--- src/rtl/riscv_ctrl_pkg.sv ---
// Shared opcode, state and mux-select constants for the multicycle RV32I control path.
// alu_decoder imports the ALUOP_* encodings from here as well.
package riscv_ctrl_pkg;

    localparam logic [6:0] OP_LOAD   = 7'b0000011;
    localparam logic [6:0] OP_STORE  = 7'b0100011;
    localparam logic [6:0] OP_RTYPE  = 7'b0110011;
    localparam logic [6:0] OP_ITYPE  = 7'b0010011;
    localparam logic [6:0] OP_BRANCH = 7'b1100011;
    localparam logic [6:0] OP_JAL    = 7'b1101111;

    typedef enum logic [3:0] {
        FETCH    = 4'd0,
        DECODE   = 4'd1,
        MEMADR   = 4'd2,
        MEMREAD  = 4'd3,
        MEMWB    = 4'd4,
        MEMWRITE = 4'd5,
        EXECR    = 4'd6,
        EXECI    = 4'd7,
        ALUWB    = 4'd8,
        BEQ      = 4'd9,
        JAL      = 4'd10,
        TRAP     = 4'd11
    } ctrl_state_t;

    localparam logic [1:0] ALUOP_ADD   = 2'b00;
    localparam logic [1:0] ALUOP_SUB   = 2'b01;
    localparam logic [1:0] ALUOP_FUNCT = 2'b10;

    localparam logic [1:0] SRCA_PC    = 2'b00;
    localparam logic [1:0] SRCA_OLDPC = 2'b01;
    localparam logic [1:0] SRCA_RD1   = 2'b10;

    localparam logic [1:0] SRCB_RD2  = 2'b00;
    localparam logic [1:0] SRCB_IMM  = 2'b01;
    localparam logic [1:0] SRCB_FOUR = 2'b10;

    localparam logic [1:0] RES_ALUOUT    = 2'b00;
    localparam logic [1:0] RES_DATA      = 2'b01;
    localparam logic [1:0] RES_ALURESULT = 2'b10;

    localparam logic ADR_PC     = 1'b0;
    localparam logic ADR_RESULT = 1'b1;

endpackage

--- src/rtl/ctrl_out_decode.sv ---
// Combinational state-to-control decoder for the multicycle FSM.
// Moore outputs, except the FETCH strobes which follow mem_ready; reset masks all strobes.
module ctrl_out_decode
    import riscv_ctrl_pkg::*;
(
    input  ctrl_state_t state,
    input  logic        reset,
    input  logic        mem_ready,
    output logic [1:0]  ALUOp,
    output logic [1:0]  ALUSrcA,
    output logic [1:0]  ALUSrcB,
    output logic [1:0]  ResultSrc,
    output logic        AdrSrc,
    output logic        IRWrite,
    output logic        PCUpdate,
    output logic        Branch,
    output logic        RegWrite,
    output logic        MemWrite
);

    ctrl_state_t eff_state_s;
    logic        ir_write_s;
    logic        pc_update_s;
    logic        branch_s;
    logic        reg_write_s;
    logic        mem_write_s;

    // Decode selects and raw strobes; during reset the selects already show FETCH values.
    always_comb begin
        eff_state_s = reset ? FETCH : state;
        ALUOp       = ALUOP_ADD;
        ALUSrcA     = SRCA_PC;
        ALUSrcB     = SRCB_RD2;
        ResultSrc   = RES_ALUOUT;
        AdrSrc      = ADR_PC;
        ir_write_s  = 1'b0;
        pc_update_s = 1'b0;
        branch_s    = 1'b0;
        reg_write_s = 1'b0;
        mem_write_s = 1'b0;
        case (eff_state_s)
            FETCH: begin
                ALUSrcB     = SRCB_FOUR;
                ResultSrc   = RES_ALURESULT;
                ir_write_s  = mem_ready;
                pc_update_s = mem_ready;
            end
            DECODE: begin
                ALUSrcA = SRCA_OLDPC;
                ALUSrcB = SRCB_IMM;
            end
            MEMADR: begin
                ALUSrcA = SRCA_RD1;
                ALUSrcB = SRCB_IMM;
            end
            MEMREAD: begin
                AdrSrc = ADR_RESULT;
            end
            MEMWB: begin
                ResultSrc   = RES_DATA;
                reg_write_s = 1'b1;
            end
            MEMWRITE: begin
                AdrSrc      = ADR_RESULT;
                mem_write_s = 1'b1;
            end
            EXECR: begin
                ALUSrcA = SRCA_RD1;
                ALUOp   = ALUOP_FUNCT;
            end
            EXECI: begin
                ALUSrcA = SRCA_RD1;
                ALUSrcB = SRCB_IMM;
                ALUOp   = ALUOP_FUNCT;
            end
            ALUWB: begin
                reg_write_s = 1'b1;
            end
            BEQ: begin
                ALUSrcA  = SRCA_RD1;
                ALUOp    = ALUOP_SUB;
                branch_s = 1'b1;
            end
            JAL: begin
                ALUSrcA     = SRCA_OLDPC;
                ALUSrcB     = SRCB_FOUR;
                pc_update_s = 1'b1;
            end
            // TRAP and unused encodings drive nothing.
            default: begin
                ALUOp = ALUOP_ADD;
            end
        endcase
    end

    assign IRWrite  = ir_write_s  & ~reset;
    assign PCUpdate = pc_update_s & ~reset;
    assign Branch   = branch_s    & ~reset;
    assign RegWrite = reg_write_s & ~reset;
    assign MemWrite = mem_write_s & ~reset;

endmodule

--- src/rtl/multicycle_ctrl_fsm.sv ---
// Multicycle RV32I main control FSM with mem_ready handshake.
// Optional macro ILLEGAL_OP_TRAP_EN: unknown opcodes enter a sticky TRAP state.
module multicycle_ctrl_fsm
    import riscv_ctrl_pkg::*;
(
    input  logic       clk,
    input  logic       reset,
    input  logic [6:0] op,
    input  logic       mem_ready,
    output logic [1:0] ALUOp,
    output logic [1:0] ALUSrcA,
    output logic [1:0] ALUSrcB,
    output logic [1:0] ResultSrc,
    output logic       AdrSrc,
    output logic       IRWrite,
    output logic       PCUpdate,
    output logic       Branch,
    output logic       RegWrite,
    output logic       MemWrite,
    output logic       illegal
);

    ctrl_state_t state_r;
    ctrl_state_t next_s;

    // State register.
    always_ff @(posedge clk) begin
        if (reset) begin
            state_r <= FETCH;
        end else begin
            state_r <= next_s;
        end
    end

    // Next-state logic; mem_ready only matters in the three memory-facing states.
    always_comb begin
        next_s = FETCH;
        case (state_r)
            FETCH:    next_s = mem_ready ? DECODE : FETCH;
            DECODE: begin
                case (op)
                    OP_LOAD,
                    OP_STORE:  next_s = MEMADR;
                    OP_RTYPE:  next_s = EXECR;
                    OP_ITYPE:  next_s = EXECI;
                    OP_BRANCH: next_s = BEQ;
                    OP_JAL:    next_s = JAL;
`ifdef ILLEGAL_OP_TRAP_EN
                    default:   next_s = TRAP;
`else
                    default:   next_s = FETCH;
`endif
                endcase
            end
            MEMADR:   next_s = (op == OP_LOAD) ? MEMREAD : MEMWRITE;
            MEMREAD:  next_s = mem_ready ? MEMWB : MEMREAD;
            MEMWB:    next_s = FETCH;
            MEMWRITE: next_s = mem_ready ? FETCH : MEMWRITE;
            EXECR:    next_s = ALUWB;
            EXECI:    next_s = ALUWB;
            ALUWB:    next_s = FETCH;
            BEQ:      next_s = FETCH;
            JAL:      next_s = ALUWB;
`ifdef ILLEGAL_OP_TRAP_EN
            TRAP:     next_s = TRAP;
`endif
            default:  next_s = FETCH;
        endcase
    end

`ifdef ILLEGAL_OP_TRAP_EN
    logic illegal_r;

    // Sticky illegal flag, set on the DECODE->TRAP transition.
    always_ff @(posedge clk) begin
        if (reset) begin
            illegal_r <= 1'b0;
        end else if ((state_r == DECODE) && (next_s == TRAP)) begin
            illegal_r <= 1'b1;
        end else begin
            illegal_r <= illegal_r;
        end
    end

    assign illegal = illegal_r;
`else
    assign illegal = 1'b0;
`endif

    ctrl_out_decode u_out_decode (
        .state     (state_r),
        .reset     (reset),
        .mem_ready (mem_ready),
        .ALUOp     (ALUOp),
        .ALUSrcA   (ALUSrcA),
        .ALUSrcB   (ALUSrcB),
        .ResultSrc (ResultSrc),
        .AdrSrc    (AdrSrc),
        .IRWrite   (IRWrite),
        .PCUpdate  (PCUpdate),
        .Branch    (Branch),
        .RegWrite  (RegWrite),
        .MemWrite  (MemWrite)
    );

endmodule

--- config.mk ---
export PLATFORM = sky130hd
export DESIGN_NAME = multicycle_ctrl_fsm
export DESIGN_NICKNAME = d
export VERILOG_FILES = /design/src/rtl/riscv_ctrl_pkg.sv /design/src/rtl/ctrl_out_decode.sv /design/src/rtl/multicycle_ctrl_fsm.sv
export SDC_FILE = /design/constraint.sdc
export NUM_CORES = 1
export LEC_CHECK = 0
export CAP_MARGIN = 5
export CORE_UTILIZATION = 42
export DETAILED_ROUTE_END_ITERATION = 8
export MAX_ROUTING_LAYER = met4
export PLACE_DENSITY = 0.82
export SKIP_LAST_GASP = 1
export SLEW_MARGIN = 5
export SYNTH_ARGS = -nofsm -noshare
export SYNTH_HDL_FRONTEND = slang
export SYNTH_HIERARCHICAL = 1
export SYNTH_SLANG_ARGS = --single-unit
--- constraint.sdc ---
create_clock -name clk -period 1.8 [get_ports clk]
set_clock_uncertainty 0.2 [all_clocks]
set_input_delay 0.36 -clock clk [delete_from_list [all_inputs] [get_ports clk]]
set_output_delay 0.36 -clock clk [all_outputs]
set_load 0.02 [all_outputs]
==> run summary <==
number of max-cap violations - 0
final global-route overflow total - 0
fillers - 29
library cell contributing the largest single delay on the critical path - sky130_fd_sc_hd__dfxtp_2
TritonCTS clock tree - done
post-route ant nets - 0
initial core utilization - 46.2%
Post-DP HPWL - 1.34 mm
Static Leakage - 0.487 nW
Largest register FFs - 4
placed cell count - 137
kind of start point of the critical path - flop
std cell rows - 13
top area cells in the synthesized netlist - sky130_fd_sc_hd__dfxtp_1 (13%), sky130_fd_sc_hd__nand2b_1 (5.1%), sky130_fd_sc_hd__a2111oi_4 (4.5%), sky130_fd_sc_hd__nor2_1 (4.3%), sky130_fd_sc_hd__xnor2_1 (4.3%)
Setup TNS Final - -2.04 ns
Reg with most FFs - state_r
Fin. Hold Viols - 0
first-pass GRT wire length - 2.88 mm
worst stage delay on the critical path - 0.33 ns
Post-CTS Hold Buffers - 0
per-instance average area after synthesis - 7.42 sq um
buffer cell driving the clock tree root - sky130_fd_sc_hd__clkbuf_4
CP bufs+invs - 2
insertion delay to the later sink of the worst-skew pair - 0.25 ns
leading register cell type out of synthesis - sky130_fd_sc_hd__dfxtp_1
share of synthesized area spent on multiplexers - 1.63%
Std-Cell Core Area - 1330 sq um
DRC violation count after routing - 0
routed wire length per instance - 21.2 um
number of global-route vias before repair - 703
routed vias - 976
die width - 40.3 um
most repeated library cell on the critical path - sky130_fd_sc_hd__buf_4
clock-pin slew on the worst setup and hold paths - 0.04 ns
main combinational cell family by area after synthesis - simple AND/OR/NAND/NOR gates
stages on the worst setup path - 5
Final Slew Violations - 0
post-layout min period - 2.06 ns
area overhead of the layout relative to synthesis - 107%
fraction of layout cells with a size suffix above 1 - 60.9%
fraction of synthesized cell area taken by the top area cell type - 13.0%
flip-flop and latch count after synthesis - 4
number of different library cells in the post-synthesis netlist - 37
cell accounting for the most synthesized area - sky130_fd_sc_hd__dfxtp_1
number of cells on the worst reg-to-reg path - 6
Critical Path Sink - ALUSrcA[0]
number of levels in the clock H-tree - 1
Top Registers - state_r: 4 flops
r2r endpoint - state_r[0]
height of the chip - 40.3 um
most common cell after layout, fill and taps aside - sky130_fd_sc_hd__buf_4
gr usage total - 28.1%
number of port buffers - 23
power density normalized to cell area - 301 nW/um^2
combined area of the multi-input logic cells - 651 sq um
instance count of the mapped netlist - 83
result of the run - complete, but fails checks
compound-cell area share of the yosys netlist - 22.4%
number of vias per cell - 6.59
Synth Net Count - 93
startpoint of the worst setup timing path - state_r[1]
number of non-filler instances in the completed layout - 148
data required time of the critical path - 1.24 ns
commonest cells after routing, fill and taps aside - sky130_fd_sc_hd__buf_4 (28), sky130_fd_sc_hd__buf_6 (11), sky130_fd_sc_hd__clkdlybuf4s50_1 (7)
Total Die Area - 1620 sq um
Crit path max-delay family - simple AND/OR/NAND/NOR gates
post-synthesis share of cell area spent on xor and xnor gates - 4.27%
antenna violations before repair - 0
sequential-to-total area share from yosys stat - 13.0%
unrepaired setup endpoints after global routing - yes
CP Data Arrival Time - 1.50 ns
Routed Wire Length - 3.13 mm
Hold Slack - 0.517 ns
path class of the lowest-slack min-delay path - input pin to flop
number of DRC markers in iteration 0 - 65
list of cells traversed by the critical path - buf_4 -> nor2b_1 -> a21oi_2 -> nor3_2 -> buf_4
post-synthesis share of cell area spent on full adders, half adders and majority gates - 0%
flop-to-flop setup slack - -0.11 ns
critical setup path kind - flop to output pin
Cell Area, Synth - 616 sq um
number of top-level design ports - 25
Ys Warns - 6
nature of the critical path endpoint - output pin
Post-Place Cell Area - 1040 sq um
total CTS buffers - 3
RePlAce Congestion - 0.772
total chip power - 0.383 mW
n_diodes - 0
NumNets Final - 145
total clock sinks - 4
violated checks - negative setup slack
fin crit share - 115%
largest vdd supply drop - 0.300 mV
number of iterations in the first detailed-routing pass - 4
Final setup violation count - 16
number of enable flip-flop cells after synthesis - 0
Sequential Area - 87.6 sq um
synthesized-area fraction occupied by and/or/nand/nor cells - 50.6%
post-route cell area - 1270 sq um
highest achievable clock rate - 485 MHz
startpoint of the worst register-to-register path - state_r[3]
maximum number of pins on one net before global-route repair - 20
Max Fanout on Critical Path - 8
asr flop ratio synth - 0%
maximum count of clock buffers along a single path - 2
worst setup margin - -0.262 ns
==> area by class of cell <==
| type | count | area share, % |
|---|---|---|
| Clock buffer | 3 | 1.77 |
| Sequential cell | 4 | 6.88 |
| Inverter | 1 | 0.295 |
| Multi-Input combinational cell | 71 | 51.1 |
| Timing Repair Buffer | 54 | 38.4 |
| Tap cell | 15 | 1.47 |
==> metal layers <==
layer,vias up,share of wire [%],wire [um],global-route usage (%)
met5,-,0,0,-
met3,24,10,317,6.11
met2,93,50,1560,52.0
met1,451,34,1060,27.5
li1,408,-,-,-
met4,0,6.0,187,13.3
==> worst register-to-register path, cell delays in order (launching register included) <==
cell and delay (ns):
sky130_fd_sc_hd__dfxtp_2 0.31, sky130_fd_sc_hd__buf_4 0.16, sky130_fd_sc_hd__buf_6 0.14, sky130_fd_sc_hd__nand2b_4 0.15, sky130_fd_sc_hd__nor4_4 0.21, sky130_fd_sc_hd__or4b_4 0.50
sky130_fd_sc_hd__a21oi_2 0.16
==> Yosys cell counts (2+ instances only) <==
cell type,number
sky130_fd_sc_hd__a21o_1,3
sky130_fd_sc_hd__a21oi_1,5
sky130_fd_sc_hd__a31oi_1,2
sky130_fd_sc_hd__buf_2,4
sky130_fd_sc_hd__buf_4,3
sky130_fd_sc_hd__dfxtp_1,4
sky130_fd_sc_hd__nand2_1,6
sky130_fd_sc_hd__nand2b_1,5
sky130_fd_sc_hd__nand3b_1,2
sky130_fd_sc_hd__nand4_1,2
sky130_fd_sc_hd__nor2_1,7
sky130_fd_sc_hd__nor2b_1,2
sky130_fd_sc_hd__nor3_1,5
sky130_fd_sc_hd__nor3b_1,2
sky130_fd_sc_hd__nor4_1,3
sky130_fd_sc_hd__nor4b_1,2
sky130_fd_sc_hd__o21ai_0,3
sky130_fd_sc_hd__or3b_1,2
sky130_fd_sc_hd__xnor2_1,3
==> report_power, final <==
part / internal, mW / switching, mW
sequential: 0.0903 / 0.00222
clock: 0.0752 / 0.0456
combinational: 0.0880 / 0.0814
total: 0.253 / 0.129
==> per-stage QoR <==
stage	setup WS [ns]	utilization [%]
after CTS	-0.291	86.1
after global placement	-0.938	77.9
after global routing	-0.386	95.4
after floorplan	-0.211	-
final	-0.262	95.4
after detailed placement	-0.986	77.9
==> worst min path at each step <==
stage               slack, ns          to  depth (start not counted)  startpoint
floorplan                0.33  state_r[2]                          2       op[4]
global placement         0.56  state_r[0]                          4  state_r[0]
detailed placement       0.57  state_r[0]                          4  state_r[0]
CTS                      0.48  state_r[0]                          4   mem_ready
global route             0.52  state_r[0]                          4   mem_ready
finish                   0.52  state_r[0]                          4   mem_ready
==> kinds of logic after synthesis <==
logic type,Yosys count
multiplexers,1
AO/OA/AOI/OAI,18
buffers and inverters,8
AND/OR/NAND/NOR,48
flip-flops,4
other,1
XOR/XNOR,3
==> timing repair <==
action,CTS,global route
resized for setup,98,25
endpoints found under the setup margin,15,18
buffers inserted,6,3
pin swaps,10,10
No activity file was read; power rests on OpenSTA's default activity.
